### config.mk
export PLATFORM = sky130hd
export DESIGN_NAME = i2c_regfile_arbiter
export DESIGN_NICKNAME = d
export VERILOG_FILES = /design/src/rtl/i2c_regfile_arbiter.sv
export SDC_FILE = /design/constraint.sdc
export NUM_CORES = 1
export LEC_CHECK = 0
export ABC_AREA = 0
export CORE_UTILIZATION = 55
export DETAILED_ROUTE_END_ITERATION = 8
export PLACE_DENSITY = 0.77
export SLEW_MARGIN = 20
export SYNTH_ARGS = -nofsm -noshare
export SYNTH_HDL_FRONTEND = slang
export SYNTH_SLANG_ARGS = --single-unit
### constraint.sdc
create_clock -name clk -period 2.3 [get_ports clk]
set_clock_uncertainty 0.05 [all_clocks]
set_input_delay 0.23 -clock clk [delete_from_list [all_inputs] [get_ports clk]]
set_output_delay 0.23 -clock clk [all_outputs]
set_load 0.005 [all_outputs]
### src/rtl/i2c_regfile_arbiter.sv
// I2C-slave-facing register file with a one-entry I2C write slot and a CPU port.
// Pending I2C writes always win the shared write port; CPU accesses fill the gaps.
module i2c_regfile_arbiter #(
  parameter int DEPTH = 16,
  parameter int AW    = 4
) (
  input  logic          clk,
  input  logic          reset,
  input  logic          i_i2c_ready,
  input  logic          i_i2c_data_valid,
  input  logic          i_i2c_rd_wr,
  input  logic [7:0]    i_i2c_wdata,
  output logic [7:0]    o_i2c_rdata,
  input  logic          i_cpu_req,
  input  logic          i_cpu_we,
  input  logic [AW-1:0] i_cpu_addr,
  input  logic [7:0]    i_cpu_wdata,
  output logic          o_cpu_ack,
  output logic [7:0]    o_cpu_rdata,
  output logic          o_i2c_active,
  output logic          o_i2c_wr_evt
);

  typedef enum logic [1:0] {T_IDLE, T_PTR, T_WDATA, T_RDATA} state_t;

  state_t        state, state_nxt;
  logic [AW-1:0] ptr, ptr_nxt;
  logic [7:0]    regs [DEPTH];
  logic          pend_valid;
  logic [AW-1:0] pend_addr;
  logic [7:0]    pend_data;
  logic          capture;
  logic          cpu_grant;

  always_comb begin
    state_nxt = state;
    ptr_nxt   = ptr;
    capture   = 1'b0;
    if (i_i2c_ready) begin
      state_nxt = T_IDLE;
    end else if (i_i2c_data_valid) begin
      case (state)
        T_IDLE: begin
          if (i_i2c_rd_wr) begin
            state_nxt = T_RDATA;
            ptr_nxt   = ptr + AW'(1);
          end else begin
            state_nxt = T_PTR;
          end
        end
        T_PTR: begin
          if (i_i2c_rd_wr) begin
            state_nxt = T_RDATA;
            ptr_nxt   = ptr + AW'(1);
          end else begin
            state_nxt = T_WDATA;
            ptr_nxt   = i_i2c_wdata[AW-1:0];
          end
        end
        T_WDATA: begin
          if (i_i2c_rd_wr) begin
            state_nxt = T_RDATA;
          end else begin
            capture = 1'b1;
          end
          ptr_nxt = ptr + AW'(1);
        end
        T_RDATA: ptr_nxt = ptr + AW'(1);
        default: state_nxt = T_IDLE;
      endcase
    end
  end

  // Holding off the CPU during a capture keeps I2C-then-CPU ordering on the same address.
  assign cpu_grant = i_cpu_req && !pend_valid && !capture && !o_cpu_ack;

  always_ff @(posedge clk) begin
    if (reset) begin
      state       <= T_IDLE;
      ptr         <= '0;
      pend_valid  <= 1'b0;
      pend_addr   <= '0;
      pend_data   <= '0;
      o_i2c_rdata <= '0;
      o_cpu_ack   <= 1'b0;
      o_cpu_rdata <= '0;
      for (int i = 0; i < DEPTH; i++) regs[i] <= '0;
    end else begin
      state      <= state_nxt;
      ptr        <= ptr_nxt;
      pend_valid <= capture;
      if (capture) begin
        pend_addr <= ptr;
        pend_data <= i_i2c_wdata;
      end
      if (pend_valid) regs[pend_addr] <= pend_data;
      else if (cpu_grant && i_cpu_we) regs[i_cpu_addr] <= i_cpu_wdata;
      o_cpu_ack <= cpu_grant;
      if (cpu_grant && !i_cpu_we) o_cpu_rdata <= regs[i_cpu_addr];
      o_i2c_rdata <= regs[ptr];
    end
  end

  assign o_i2c_active = (state != T_IDLE);
  assign o_i2c_wr_evt = pend_valid;

endmodule

==> run summary, run 1 <==
• complete, no violations — result of the run
• edfxtp_1 — largest area contributor in the synthesized netlist
• edfxtp_1 (45%), mux4_2 (17%), dfxtp_1 (8.4%), nor3_1 (7.6%), mux2i_1 (3.8%) — largest cells by area after synthesis
• edfxtp_1 — Top FF cell, synth
• 30.8% — layout cells sized above 1
• 96.0% — Tcrit/Tclk final
• inv_1 -> ha_2 -> nand4bb_1 -> nand3_2 -> buf_12 -> mux2_2 -> o21bai_2 -> buf_4 — critical path, cell by cell
• 25.8 um — DR WL/cell
• 0% — fraction of synthesis flops using an asynchronous set or reset pin
• 0 — quantity of hold-fixing buffers added after cts
• 0.453 GHz — highest clock rate
• 0.301 ns — worst hold margin
• 40 — pin count of the biggest net entering global routing
• 967 — fill cell instance count of the final layout
• 15200 um2 — Core Area
• 63.0% — Max-slew headroom
• 0.06 ns — Clock Pin Slew Worst Setup and Hold Paths
• clkbuf_16 — clock tree root buffer cell
• 6268 — via total after detailed routing
• 0 — antenna diode count
• 676 — Post-Synthesis Net Count
• 0 — total congestion overflow after global routing
• 0.959 — final weighted congestion of routability-driven global placement
• 3 — Crit path buffers/inverters
• 0 — max_cap viols
• 644 — synthesized instance count
• state[0] — launch point of the critical path
• 8 — count of cells along the worst register-to-register path
• 743 — Iter 0 DRT Violations
• 4570 um2 — Seq. cell area
• 13.3 um2 — mean cell area of the mapped netlist
• reg -> reg — category of the most critical setup path
• in -> reg — worst min-delay path class
• 643 nW/um2 — total power density per cell area
• 0.38 ns — CP peak stage delay
• 0 — Final Slew Violations
• 3900 um2 — multi-input logic area
• 36.6 mm — first-pass GRT wire length
• 31.5% — all-layer global routing usage
• 8580 um2 — Mapped Area
• 4 — htree depth
• 0.503 mV — maximum ir drop on the vdd rail
• done — TritonCTS clock tree
• no — unrepaired setup endpoints after global routing
• 45 — count of unique library cells instantiated by Yosys
• 0 — Final Hold Vio Count
• 24.5% — layout-stage area growth over the synthesis result
• buffers and inverters — family with the most delay on the worst path
• 44.8% — fraction of synthesized cell area taken by the top area cell type
• 127 um — die boundary width
• 128 — Post-synth EDFFs
• 0 — post-detailed-route DRC marker count
• 17 — Inserted Clock Buffers
• 164 — Yosys reg bits
• 0 — number of warnings printed during yosys synthesis
• 0.09 ns — R2R setup slack
• 0 — number of routed nets with antenna violations
• 14 — peak fanout along the critical path
• 46 — I/O pins
• mux2_2 — cell type of the slowest stage on the worst timing path
• 16100 um2 — total die area
• 53.2% — register area share after synthesis
• 2.38 ns — Req. time, crit path
• 2 — worst-case clock buffer depth
• 0.43 ns — clock latency on the worst-skew pair
• 23.9 mm — detailed-route wire length
• 1 — number of antenna violations at the first check in global routing
• regs[5][2] — endpoint of the worst-slack reg-to-reg timing path
• state[0] — launch point of the worst reg-to-reg path
• 164 — TritonCTS sink count
• 0.00687 W — total power of the final layout
• 56.5% — initial cell density of the core
• 45 — IO Port Bufs
• 8 — count of cell instances traversed by the critical path
• 0.554 ns — Worst-Margin Slew
• 5 — total iterations of the first detailed-routing run
• 757 — number of nets at the end of the flow
• register — kind of launch point of the worst setup path
• 127 um — die boundary height
• 3.61 nW — static leakage power
• 16.6 mm — HPWL after detailed placement
• 0 — Final setup violation count
• regs[5][2] — Setup crit end
• 45 — # rows
• 6.77 — Vias per Instance
• register — endpoint kind of the worst setup timing path
• 2.21 ns — shortest clock period the worst path allows after layout
• 2.29 ns — data arrival time at the worst-slack endpoint
• 6352 — number of global-route vias before repair
[cells by family (layout without fill, tap and decap cells)]
family                     Yosys count  in the layout  synth area share [%]
buffers and inverters               70            164                  3.69
adders and majority gates            5              5                 0.729
muxes                              117            117                  24.3
AOI/OAI and AO/OA                   65             65                  4.91
DFF                                164            164                  53.2
and+or+nand+nor                    223            223                  13.2
[area by class of cell]
| class | instances | area share [%] |
|---|---|---|
| Sequential cell | 164 | 42.7 |
| Clock buffer | 17 | 3.98 |
| Timing Repair Buffer | 127 | 13.1 |
| Multi-Input combinational cell | 410 | 36.5 |
| Clock inverter | 15 | 1.32 |
| Inverter | 5 | 0.176 |
| Tap cell | 188 | 2.20 |
[tightest hold or removal path: cells and delay by family]
kind,cells,cell delay (ns)
AO/OA/AOI/OAI,1,0.05
buffers and inverters,1,0.40
AND/OR/NAND/NOR,1,0.06
[state kept, by name, summed over array words and instances, names as in the netlist]
signal and count:
o_cpu_ack 1, o_cpu_rdata 8, o_i2c_rdata 8, o_i2c_wr_evt 1, pend_addr 4, pend_data 8
ptr 4, regs 128, state 2
[worst min-delay path by stage]
stage,startpoint,endpoint,slack [ns],cells after the start
2_1_floorplan,i_i2c_ready,state[0],0.26,1
6_report,i_i2c_wdata[5],pend_data[5],0.30,3
5_1_grt,i_i2c_wdata[5],pend_data[5],0.31,3
3_5_place_dp,o_cpu_rdata[6],o_cpu_rdata[6],0.40,1
3_3_place_gp,o_cpu_rdata[0],o_cpu_rdata[0],0.39,1
4_1_cts,i_i2c_wdata[5],pend_data[5],0.29,3
[synth_stat cells (all sizes together), types with 4 or more instances]
cell / instances
o22ai: 15
edfxtp: 128
nand2b: 9
mux4: 64
ha: 5
mux2i: 45
nand3: 4
dfxtp: 36
nand2: 34
clkbuf: 25
or2: 5
buf: 40
nor2b: 4
a21o: 9
o21bai: 17
mux2: 8
inv: 5
a21oi: 16
nor3: 131
nor2: 20
o21ai: 4
[metrics by stage]
stage	TNS, ns	setup WS (ns)	util [%]	instances	area [um2]
after floorplan	0	0.0459	-	644	8700
after global routing	0	0.000628	70.3	926	10700
after detailed placement	-42.44	-0.221	66.0	891	10000
after CTS	0	0.00972	69.8	923	10600
final	0	0.0927	70.3	926	10700
after global placement	-25.04	-0.144	66.0	891	10000
[report_power, final]
part / internal [W] / switching [W]
registers: 0.00329 / 0.0000770
logic: 0.000412 / 0.000369
clock network: 0.00158 / 0.00115
total: 0.00528 / 0.00160
[placed cells by master, fill, tap and decap left out, types with 9 or more instances in the layout]
cell and n:
nor3_1 130, edfxtp_1 128, mux4_2 64, buf_4 55
clkdlybuf4s50_1 44, dfxtp_1 35, nand2_1 34, mux2i_1 33
buf_12 26, nor2_1 19, clkbuf_16 18, a21oi_1 16
o22ai_1 13, nand2b_1 9, o21bai_4 9, a21o_1 9
[layer usage]
metal	share of wire, %	vias up	GRT usage (%)
met3	12	60	10.6
li1	-	2694	-
met1	35	3120	38.9
met2	49	394	50.8
met5	0	-	0
met4	3.5	0	13.5
[timing repair]
| action | 4_1_cts | 5_1_grt |
|---|---|---|
| endpoints found under the setup margin | 67 | 111 |
| pin swaps | 0 | 4 |
| buffers inserted | 0 | 2 |
| gates cloned | 0 | 1 |
| gates resized for setup | 1 | 6 |
Note: power is estimated with default switching activity, not from simulation.
==> run 2: changes to the inputs <==
- CORE_MARGIN: not set -> 1
==> results of run 2 <==
Same layout as run 1: the final DEF is identical, and so are final timing and power.
